<file path="config.mk">
export PLATFORM = sky130hd
export DESIGN_NAME = ps2_note_decoder
export DESIGN_NICKNAME = d
export VERILOG_FILES = /design/src/rtl/synth_note_pkg.sv /design/src/rtl/keycode_to_note.sv /design/src/rtl/ps2_note_decoder.sv
export SDC_FILE = /design/constraint.sdc
export NUM_CORES = 1
export LEC_CHECK = 0
export BUFFER_PORTS_ARGS = -buffer_cell sky130_fd_sc_hd__buf_2
export CAP_MARGIN = 5
export CORE_ASPECT_RATIO = 1.2
export CORE_MARGIN = 2
export CORE_UTILIZATION = 30
export CTS_CLUSTER_DIAMETER = 120
export CTS_CLUSTER_SIZE = 28
export DETAILED_ROUTE_END_ITERATION = 10
export GPL_TIMING_DRIVEN = 1
export HOLD_SLACK_MARGIN = 0.03
export SETUP_SLACK_MARGIN = 0.2
export SYNTH_ARGS = -nofsm -noshare
export SYNTH_HDL_FRONTEND = slang
export SYNTH_HIERARCHICAL = 1
export SYNTH_SLANG_ARGS = --single-unit
</file>
<file path="constraint.sdc">
create_clock -name clk -period 8.3 [get_ports clk]
set_input_delay 0 -clock clk [delete_from_list [all_inputs] [get_ports clk]]
set_output_delay 0 -clock clk [all_outputs]
set_load 0.02 [all_outputs]
</file>
<file path="src/rtl/synth_note_pkg.sv">
// Shared constants for the synthesizer note path: scan codes,
// FSM state encoding and the note half-period table.
package synth_note_pkg;

   typedef enum logic [1:0] {
      S_IDLE    = 2'd0,
      S_EXT     = 2'd1,
      S_BRK     = 2'd2,
      S_EXT_BRK = 2'd3
   } state_t;

   localparam logic [7:0] KC_E0 = 8'hE0;
   localparam logic [7:0] KC_F0 = 8'hF0;
   localparam logic [7:0] KC_AA = 8'hAA;

   localparam logic [7:0] KC_NOTE [8] = '{
      8'h1C, 8'h1B, 8'h23, 8'h2B,
      8'h34, 8'h33, 8'h3B, 8'h42
   };

   localparam int unsigned NOTE_HALF_PERIOD [8] = '{
      11200, 9975, 8900, 8400,
      7450, 6650, 5925, 5600
   };

   // Lowest set bit wins; an empty mask yields 0.
   function automatic logic [2:0] lowest_set(input logic [7:0] m);
      logic [2:0] r;
      r = '0;
      for (int i = 7; i >= 0; i--)
         if (m[i]) r = 3'(i);
      return r;
   endfunction

endpackage

</file>
<file path="src/rtl/keycode_to_note.sv">
// Maps a PS/2 set-2 scan code to one of the eight note keys.
module keycode_to_note
   import synth_note_pkg::*;
(
   input  logic [7:0] code,
   output logic       hit,
   output logic [2:0] idx
);

   always_comb begin
      hit = 1'b0;
      idx = '0;
      for (int i = 0; i < 8; i++) begin
         if (code == KC_NOTE[i]) begin
            hit = 1'b1;
            idx = 3'(i);
         end
      end
   end

endmodule

</file>
<file path="src/rtl/ps2_note_decoder.sv">
// Tracks make/break/prefix sequences from the PS/2 byte stream and
// resolves the held note keys to one active note and its half-period.
module ps2_note_decoder
   import synth_note_pkg::*;
#(
   parameter int TIMEOUT_CYCLES = 2_000_000,
   parameter int PERIOD_W       = 20
)
(
   input  logic                clk,
   input  logic                rst,
   input  logic [7:0]          rx_data,
   input  logic                rx_valid,
   output logic [7:0]          held,
   output logic                note_on,
   output logic [2:0]          note_idx,
   output logic [PERIOD_W-1:0] half_period,
   output logic                note_start
);

   localparam int CNT_W = $clog2(TIMEOUT_CYCLES + 1);

   state_t           state;
   logic [CNT_W-1:0] tmo_cnt;
   logic             hit;
   logic [2:0]       key;
   logic [7:0]       rest;
   logic [2:0]       low;
   logic             is_make;
   logic             is_brk;
   logic             is_bat;

   keycode_to_note u_k2n (
      .code (rx_data),
      .hit  (hit),
      .idx  (key)
   );

   always_comb begin
      rest    = held & ~(8'b1 << key);
      low     = lowest_set(rest);
      is_make = rx_valid && state == S_IDLE && hit;
      is_brk  = rx_valid && state == S_BRK && hit;
      is_bat  = rx_valid && state == S_IDLE
                && rx_data == KC_AA;
   end

   always_ff @(posedge clk) begin
      if (rst) begin
         state       <= S_IDLE;
         tmo_cnt     <= '0;
         held        <= '0;
         note_on     <= 1'b0;
         note_idx    <= '0;
         half_period <= '0;
         note_start  <= 1'b0;
      end else begin
         note_start <= 1'b0;

         if (rx_valid) begin
            tmo_cnt <= '0;
            case (state)
               S_IDLE: begin
                  if (rx_data == KC_E0)
                     state <= S_EXT;
                  else if (rx_data == KC_F0)
                     state <= S_BRK;
               end
               S_EXT: begin
                  if (rx_data == KC_F0)
                     state <= S_EXT_BRK;
                  else
                     state <= S_IDLE;
               end
               default: state <= S_IDLE;
            endcase
         end else if (state != S_IDLE) begin
            // Abandon a stalled prefix so a lost byte cannot wedge us.
            if (tmo_cnt == CNT_W'(TIMEOUT_CYCLES - 1)) begin
               state   <= S_IDLE;
               tmo_cnt <= '0;
            end else begin
               tmo_cnt <= tmo_cnt + 1'b1;
            end
         end else begin
            tmo_cnt <= '0;
         end

         unique case (1'b1)
            is_bat: begin
               held        <= '0;
               note_on     <= 1'b0;
               half_period <= '0;
            end
            is_make: begin
               held[key]   <= 1'b1;
               note_on     <= 1'b1;
               note_idx    <= key;
               half_period <= PERIOD_W'(NOTE_HALF_PERIOD[key]);
               note_start  <= !note_on || note_idx != key;
            end
            is_brk: begin
               held[key] <= 1'b0;
               if (note_on && note_idx == key) begin
                  if (rest != '0) begin
                     note_idx    <= low;
                     half_period <= PERIOD_W'(NOTE_HALF_PERIOD[low]);
                     note_start  <= 1'b1;
                  end else begin
                     note_on     <= 1'b0;
                     half_period <= '0;
                  end
               end
            end
            default: ;
         endcase
      end
   end

endmodule

</file>
==> reports/metrics.cfg, run 1 <==
[global_routing]
antenna_found_initial = 0
grt_max_degree = 24
grt_use_total_pct = 15.2
grt-ovfl-total = 0
grt_pass1_wl_um = 13100
grt_pass1_vias = 2634

[synthesis]
synth_cells = 371
synthAdderAreaFrac_pct = 3.26
synth.area.top_cells = dfxtp_1, nor2_1, xor2_1, nand2_1, ha_1
async_flop_share_pct = 0
synth-simple-area-share_pct = 25.6
synth_top_family_by_area = simple AND/OR/NAND/NOR gates
yosysMostFrequentCell = nor2_1
synth_compound_area_share_pct = 24.2
syn_avg_cell_area_um2 = 8.28
synth_ff_type = dfxtp_1
synth_edf_count = 0
seq_area_frac_synth_pct = 31.9
synth_area_um2 = 3070
synthTopCellsByCount = nor2_1, dfxtp_1, nand2_1, a21oi_1, xor2_1
ys_seq_elements = 49
synth.top_cell.area_share_pct = 31.9
synth_area_leader_cell = dfxtp_1
synth_cell_types = 72
muxShareOfSynthArea_pct = 2.61
yosysWarnings = 6
synth_xor_area_share_pct = 6.28

[sta]
finClkSkew_ns = 0.00895
hold_viol = 0
slew_headroom_pct = 42.1
worstMarginPinSlew_ns = 0.869
setup-violations-final = 0
fmax_ghz = 0.295
fin_setup_tns_ns = 0
drv_slew = 0
fin_ws_ns = 4.92
period_minus_slack_ns = 3.39
rsz0062_at_grt = no
holdWs_ns = 0.0710
min_period_over_period_pct = 40.8

[worst_setup_path]
crit_fanout = 23
end_kind = flip-flop
required_ns = 8.54
cpPeakStageDelay_ns = 0.71
worstPathCellList = buf_2 > nor4b_1 > and4b_1 > a221o_1 > a21o_1 > nand3b_1 > nor2_1 > a22o_1 > and2_0 > a22o_1
crit_path_top_delay_cell = a221o_1
crit_family = simple AND/OR/NAND/NOR gates
cp.arrival_ns = 3.63
critical_path_class = in -> reg
worstSetupStartpointType = primary input
critPathBufInv = 1
cpMostUsedCell = a22o_1

[floorplanning]
rows = 40
die-area_um2 = 11100
pin_count = 44
start_util_pct = 30.7
die_y_um = 115
die_x_um = 96.4
coreArea_um2 = 10000

[flow_run]
cap_violations = 0

[clocking]
postCtsSetupBuffers = 0
cts-root-buf = clkbuf_16
cts.path.max_buffers = 2
postCtsHoldBufs = 0
cts_buffers = 5
cts_tree = built
clk_latency_ns = 0.29
ctsResizeCount = 0
clk_pin_slew_worst_paths_ns = 0.07
htree_num_levels = 2
cts_sinks = 49

[routing]
finalWirelength_um = 8130
ant_nets = 0
via_per_inst = 5.24
first_pass_iters = 5
vias = 2755
drc = 0
first_iter_violations = 184
wire_per_inst_um = 15.5

[place]
routabilityCongestion = 0.940
pre_cts_slack_ns = 4.67
portBuffers = 37
hpwl_um = 6160

[worst_hold_path]
worst_hold_path_type = in -> reg

[power]
power_density_nw_per_um2 = 136
finalPower_uw = 469
peakVddDrop_uv = 79.2
leakage_nw = 1.34

[cells_and_area]
postLayoutCoreUtil_pct = 34.5
diodes = 0
drive_gt1_share_pct = 17.3
area_growth_pct = 12.4
layout.nets = 418

[status]
status = completed

## metal layers
layer  wire length, µm  GRT usage, %  vias up
met1              3390          18.1     1291
met5                 0             0        -
met4               167          6.48        0
met2              4260          26.8       63
met3               300          2.23       12
li1                  -             -     1389
## worst register-to-register path: stages, from the launching register on
cell      delay (ns)
dfxtp_1         0.35
nand3b_1        0.44
nor2_1          0.67
a22o_1          0.45
and2_0          0.34
a22o_1          0.20
## sequential cells by signal, summed over array words and instances, names as in the netlist
name	flops
half_period	13
held	8
note_idx	3
note_on	1
note_start	1
state	2
tmo_cnt	21
## power breakdown
group          total (mW)  internal (mW)  switching, mW
registers           0.236          0.236       0.000743
logic              0.0254        0.00776         0.0176
clock network       0.207          0.114         0.0930
total               0.469          0.357          0.111
## cells in the final DEF, fill, tap and decap left out, types with 3 or more instances in the layout
cell,synthesis,layout
ha_1,8,8
nor2_1,52,52
dfxtp_1,49,49
nor3_1,10,10
a21boi_1,3,3
nor4b_1,4,4
buf_2,6,37
o21ai_0,12,12
a21oi_1,18,18
xnor2_1,9,9
nand2b_1,6,6
nand2_1,27,27
a31oi_1,5,5
a22o_1,5,5
o2bb2ai_1,4,4
nand4_1,5,5
a211oi_1,9,9
and3_1,5,5
nand3_1,12,12
inv_1,12,12
xor2_1,13,13
o22ai_1,5,5
or2_2,3,3
a21o_1,6,6
conb_1,1,6
clkbuf_16,0,5
mux2i_1,8,8
## per-stage QoR
stage                     cells  instance area [µm²]
after floorplan             376                 3090
after global routing        526                 3450
final                       526                 3450
after CTS                   526                 3450
after global placement      518                 3300
after detailed placement    518                 3300
## final cells by class
class | count | area [µm²]
Fill cell | 1052 | 6560
Multi-Input combinational cell | 292 | 1920
Sequential cell | 49 | 981
Timing Repair Buffer | 37 | 185
Tap cell | 126 | 158
Clock buffer | 5 | 125
Inverter | 14 | 52.6
Clock inverter | 3 | 26.3
## logic make-up after synthesis
group	count (synthesis)
AOI/OAI and AO/OA	97
xor gates and xnor gates	22
adders and majority gates	8
buffers and inverters	35
DFF	49
muxes	8
other	1
and+or+nand+nor	151
## worst paths after layout
| check | from | endpoint | slack, ns | depth (start not counted) |
|---|---|---|---|---|
| max | rx_data[3] | half_period[1] | 4.92 | 10 |
| min | rst | note_start | 0.07 | 2 |
| max reg2reg | state[0] | half_period[1] | 5.80 | 5 |
| min reg2reg | half_period[3] | half_period[3] | 0.46 | 2 |
Power figures use the tool's default switching activity.
==> run 2, diff against run 1 <==
==> constraint.sdc (replaced) <==
create_clock -name clk -period 2.73 [get_ports clk]
set_input_delay 0 -clock clk [delete_from_list [all_inputs] [get_ports clk]]
set_output_delay 0 -clock clk [all_outputs]
set_load 0.02 [all_outputs]
==> run 2 against run 1 <==
Effect of this change: die area stayed put; clock power grew to 2.9 times the previous value; combinational power grew to 3.7 times the previous value; routed wire length is 8.6% higher; register-to-register slack worse by 5.1 ns; sequential power grew to 3.0 times the previous value; setup slack worse by 4.6 ns; critical path depth is 4 higher; non-clock buffer count is 39 higher; core utilization is 4.0 points higher; hold slack worse by 0.0075 ns; sequential share of layout area is 2.9 points lower; largest power group unchanged; highest routed layer unchanged.
==> reports/metrics.cfg, run 2 (synthesized netlist as in run 1, its figures left out) <==
[routing]
ant_nets = 0  ; unchanged
finalWirelength_um = 8830  ; was 8130 µm
vias = 2953  ; was 2755
dr.max_layer_used = met4  ; unchanged
met2WireLength_um = 4580  ; was 4260 µm
wl_met1_um = 3680  ; was 3390 µm
drc = 0  ; unchanged
first_iter_violations = 166  ; was 184
via_per_inst = 5.23  ; was 5.24
first_pass_iters = 4  ; was 5
met3_wirelength_um = 274  ; was 300 µm
wire_per_inst_um = 15.6  ; was 15.5 µm

[global_routing]
grt_pass1_wl_um = 14400  ; was 13100 µm
grt_pass1_vias = 2959  ; was 2634
grt_max_degree = 22  ; was 24
grt_use_total_pct = 16.5  ; was 15.2%
antenna_found_initial = 0  ; unchanged
grt-ovfl-total = 0  ; unchanged

[sta]
rsz0062_at_grt = yes  ; was no
finClkSkew_ns = 0.00911  ; was 0.00895 ns
fin_setup_tns_ns = 0  ; unchanged
slew_headroom_pct = 51.6  ; was 42.1%
worstMarginPinSlew_ns = 0.726  ; was 0.869 ns
hold_viol = 0  ; unchanged
period_minus_slack_ns = 2.46
min_period_over_period_pct = 90.2
setup-violations-final = 0  ; unchanged
holdWs_ns = 0.0635  ; was 0.0710 ns
drv_slew = 0  ; unchanged
fmax_ghz = 0.406

[clocking]
ctsResizeCount = 0  ; unchanged
cts_buffers = 5  ; unchanged
clk_latency_ns = 0.29  ; about the same
cts.path.max_buffers = 2  ; unchanged
postCtsHoldBufs = 0  ; unchanged
clk_pin_slew_worst_paths_ns = 0.07  ; about the same
cts-root-buf = clkbuf_16  ; unchanged
postCtsSetupBuffers = 0  ; unchanged
htree_num_levels = 2  ; unchanged
cts_tree = built  ; unchanged
cts_sinks = 49  ; unchanged

[worst_setup_path]
critical_path_class = in -> reg  ; unchanged
worst-r2r-setup-slack_ns = 0.73  ; was 5.80 ns
crit_fanout = 4  ; was 23
worstSetupStartpointType = primary input  ; unchanged
cp.arrival_ns = 2.65  ; was 3.63 ns
end_kind = flip-flop  ; unchanged
rr_worst_depth = 8  ; was 5
required_ns = 2.91  ; was 8.54 ns
worstReg2RegEnd = half_period[1]  ; unchanged
critPathLaunch = rx_data[2]  ; was rx_data[3]
timing.rr.start = held[6]  ; was state[0]

[cells_and_area]
reg_top3 = tmo_cnt: 21 flops, half_period: 13 flops, held: 8 flops  ; unchanged
fillers = 1048  ; was 1052
multiInputGateArea_um2 = 2010  ; was 1920 µm²
seq_area_um2 = 981  ; unchanged
largest_reg_flops = 21  ; unchanged
area_growth_pct = 25.3  ; was 12.4%
stdcell_count = 565  ; was 526
drive_gt1_share_pct = 28.5  ; was 17.3%
postLayoutCoreUtil_pct = 38.4  ; was 34.5%
final_common_cell = nor2_1  ; unchanged
largest_register = tmo_cnt  ; unchanged
layout.nets = 457  ; was 418
layout_common_cells = nor2_1, dfxtp_1, buf_2, buf_4, nand2_1  ; was nor2_1, dfxtp_1, buf_2, nand2_1, a21oi_1
diodes = 0  ; unchanged

[power]
leakage_nw = 1.55  ; was 1.34 nW
peakVddDrop_uv = 228  ; was 79.2 µV
finalPower_mw = 1.42  ; was 469 µW
power_density_nw_per_um2 = 370  ; was 136 nW/µm²

[floorplanning]
coreArea_um2 = 10000  ; unchanged
pin_count = 44  ; unchanged
die-area_um2 = 11100  ; unchanged
die_y_um = 115  ; unchanged
start_util_pct = 30.7  ; unchanged
die_x_um = 96.4  ; unchanged
rows = 40  ; unchanged

[place]
routabilityCongestion = 0.913  ; was 0.940
portBuffers = 37  ; unchanged
hpwl_um = 6820  ; was 6160 µm
dp.cells = 557  ; was 518

[flow_run]
cap_violations = 0  ; unchanged

[worst_hold_path]
min_from = rst  ; unchanged
worst_hold_path_type = in -> reg  ; unchanged
min_to = note_start  ; unchanged
whs_path_depth = 2  ; unchanged

[status]
status = completed  ; unchanged

## run 2: layer usage
metal  track usage (%)  vias up
met5                 0        -
met3              2.42       21
met1              18.9     1410
li1                  -     1463
met4              7.23        0
met2              29.8       59
## run 2: final cells by class
type	instances	area share [%]
inverter	14	1.46
sequential	49	25.5
timing repair buffer	76	13.1
clock inverter	2	0.358
clock buffer	6	3.35
multi-input combinational	292	52.2
tap	126	4.10
## run 2: worst max path at each step
stage	to	slack, ns	depth (start not counted)
2_1_floorplan	half_period[1]	0.12	14
3_3_place_gp	half_period[1]	0.01	14
3_5_place_dp	half_period[1]	-0.06	13
4_1_cts	half_period[1]	0.23	13
5_1_grt	half_period[1]	0.18	14
6_report	half_period[1]	0.27	14
## run 2: where the power goes
group | total (mW) | switching (mW) | leakage, nW | internal [mW]
sequential | 0.719 | 0.00221 | 0.395 | 0.717
combinational | 0.0943 | 0.0583 | 1.08 | 0.0360
clock | 0.610 | 0.268 | 0.0712 | 0.342
## run 2: metrics by stage
| step | setup WS (ns) | cell area (µm²) |
|---|---|---|
| 4_1_cts | 0.232 | 3810 |
| 3_5_place_dp | -0.0633 | 3670 |
| 5_1_grt | 0.175 | 3850 |
| 3_3_place_gp | 0.0127 | 3670 |
| 6_report | 0.269 | 3850 |
| 2_1_floorplan | 0.118 | 3140 |
## run 2: critical path, cell delays in order
cell	delay, ns
buf_2	0.12
nor4b_1	0.26
and4b_1	0.28
a21o_1	0.18
clkinvlp_4	0.16
ha_2	0.23
a21bo_2	0.23
nand2_1	0.09
a211oi_2	0.09
or2_4	0.24
ha_2	0.19
a21o_1	0.16
a32o_1	0.24
a22o_1	0.18
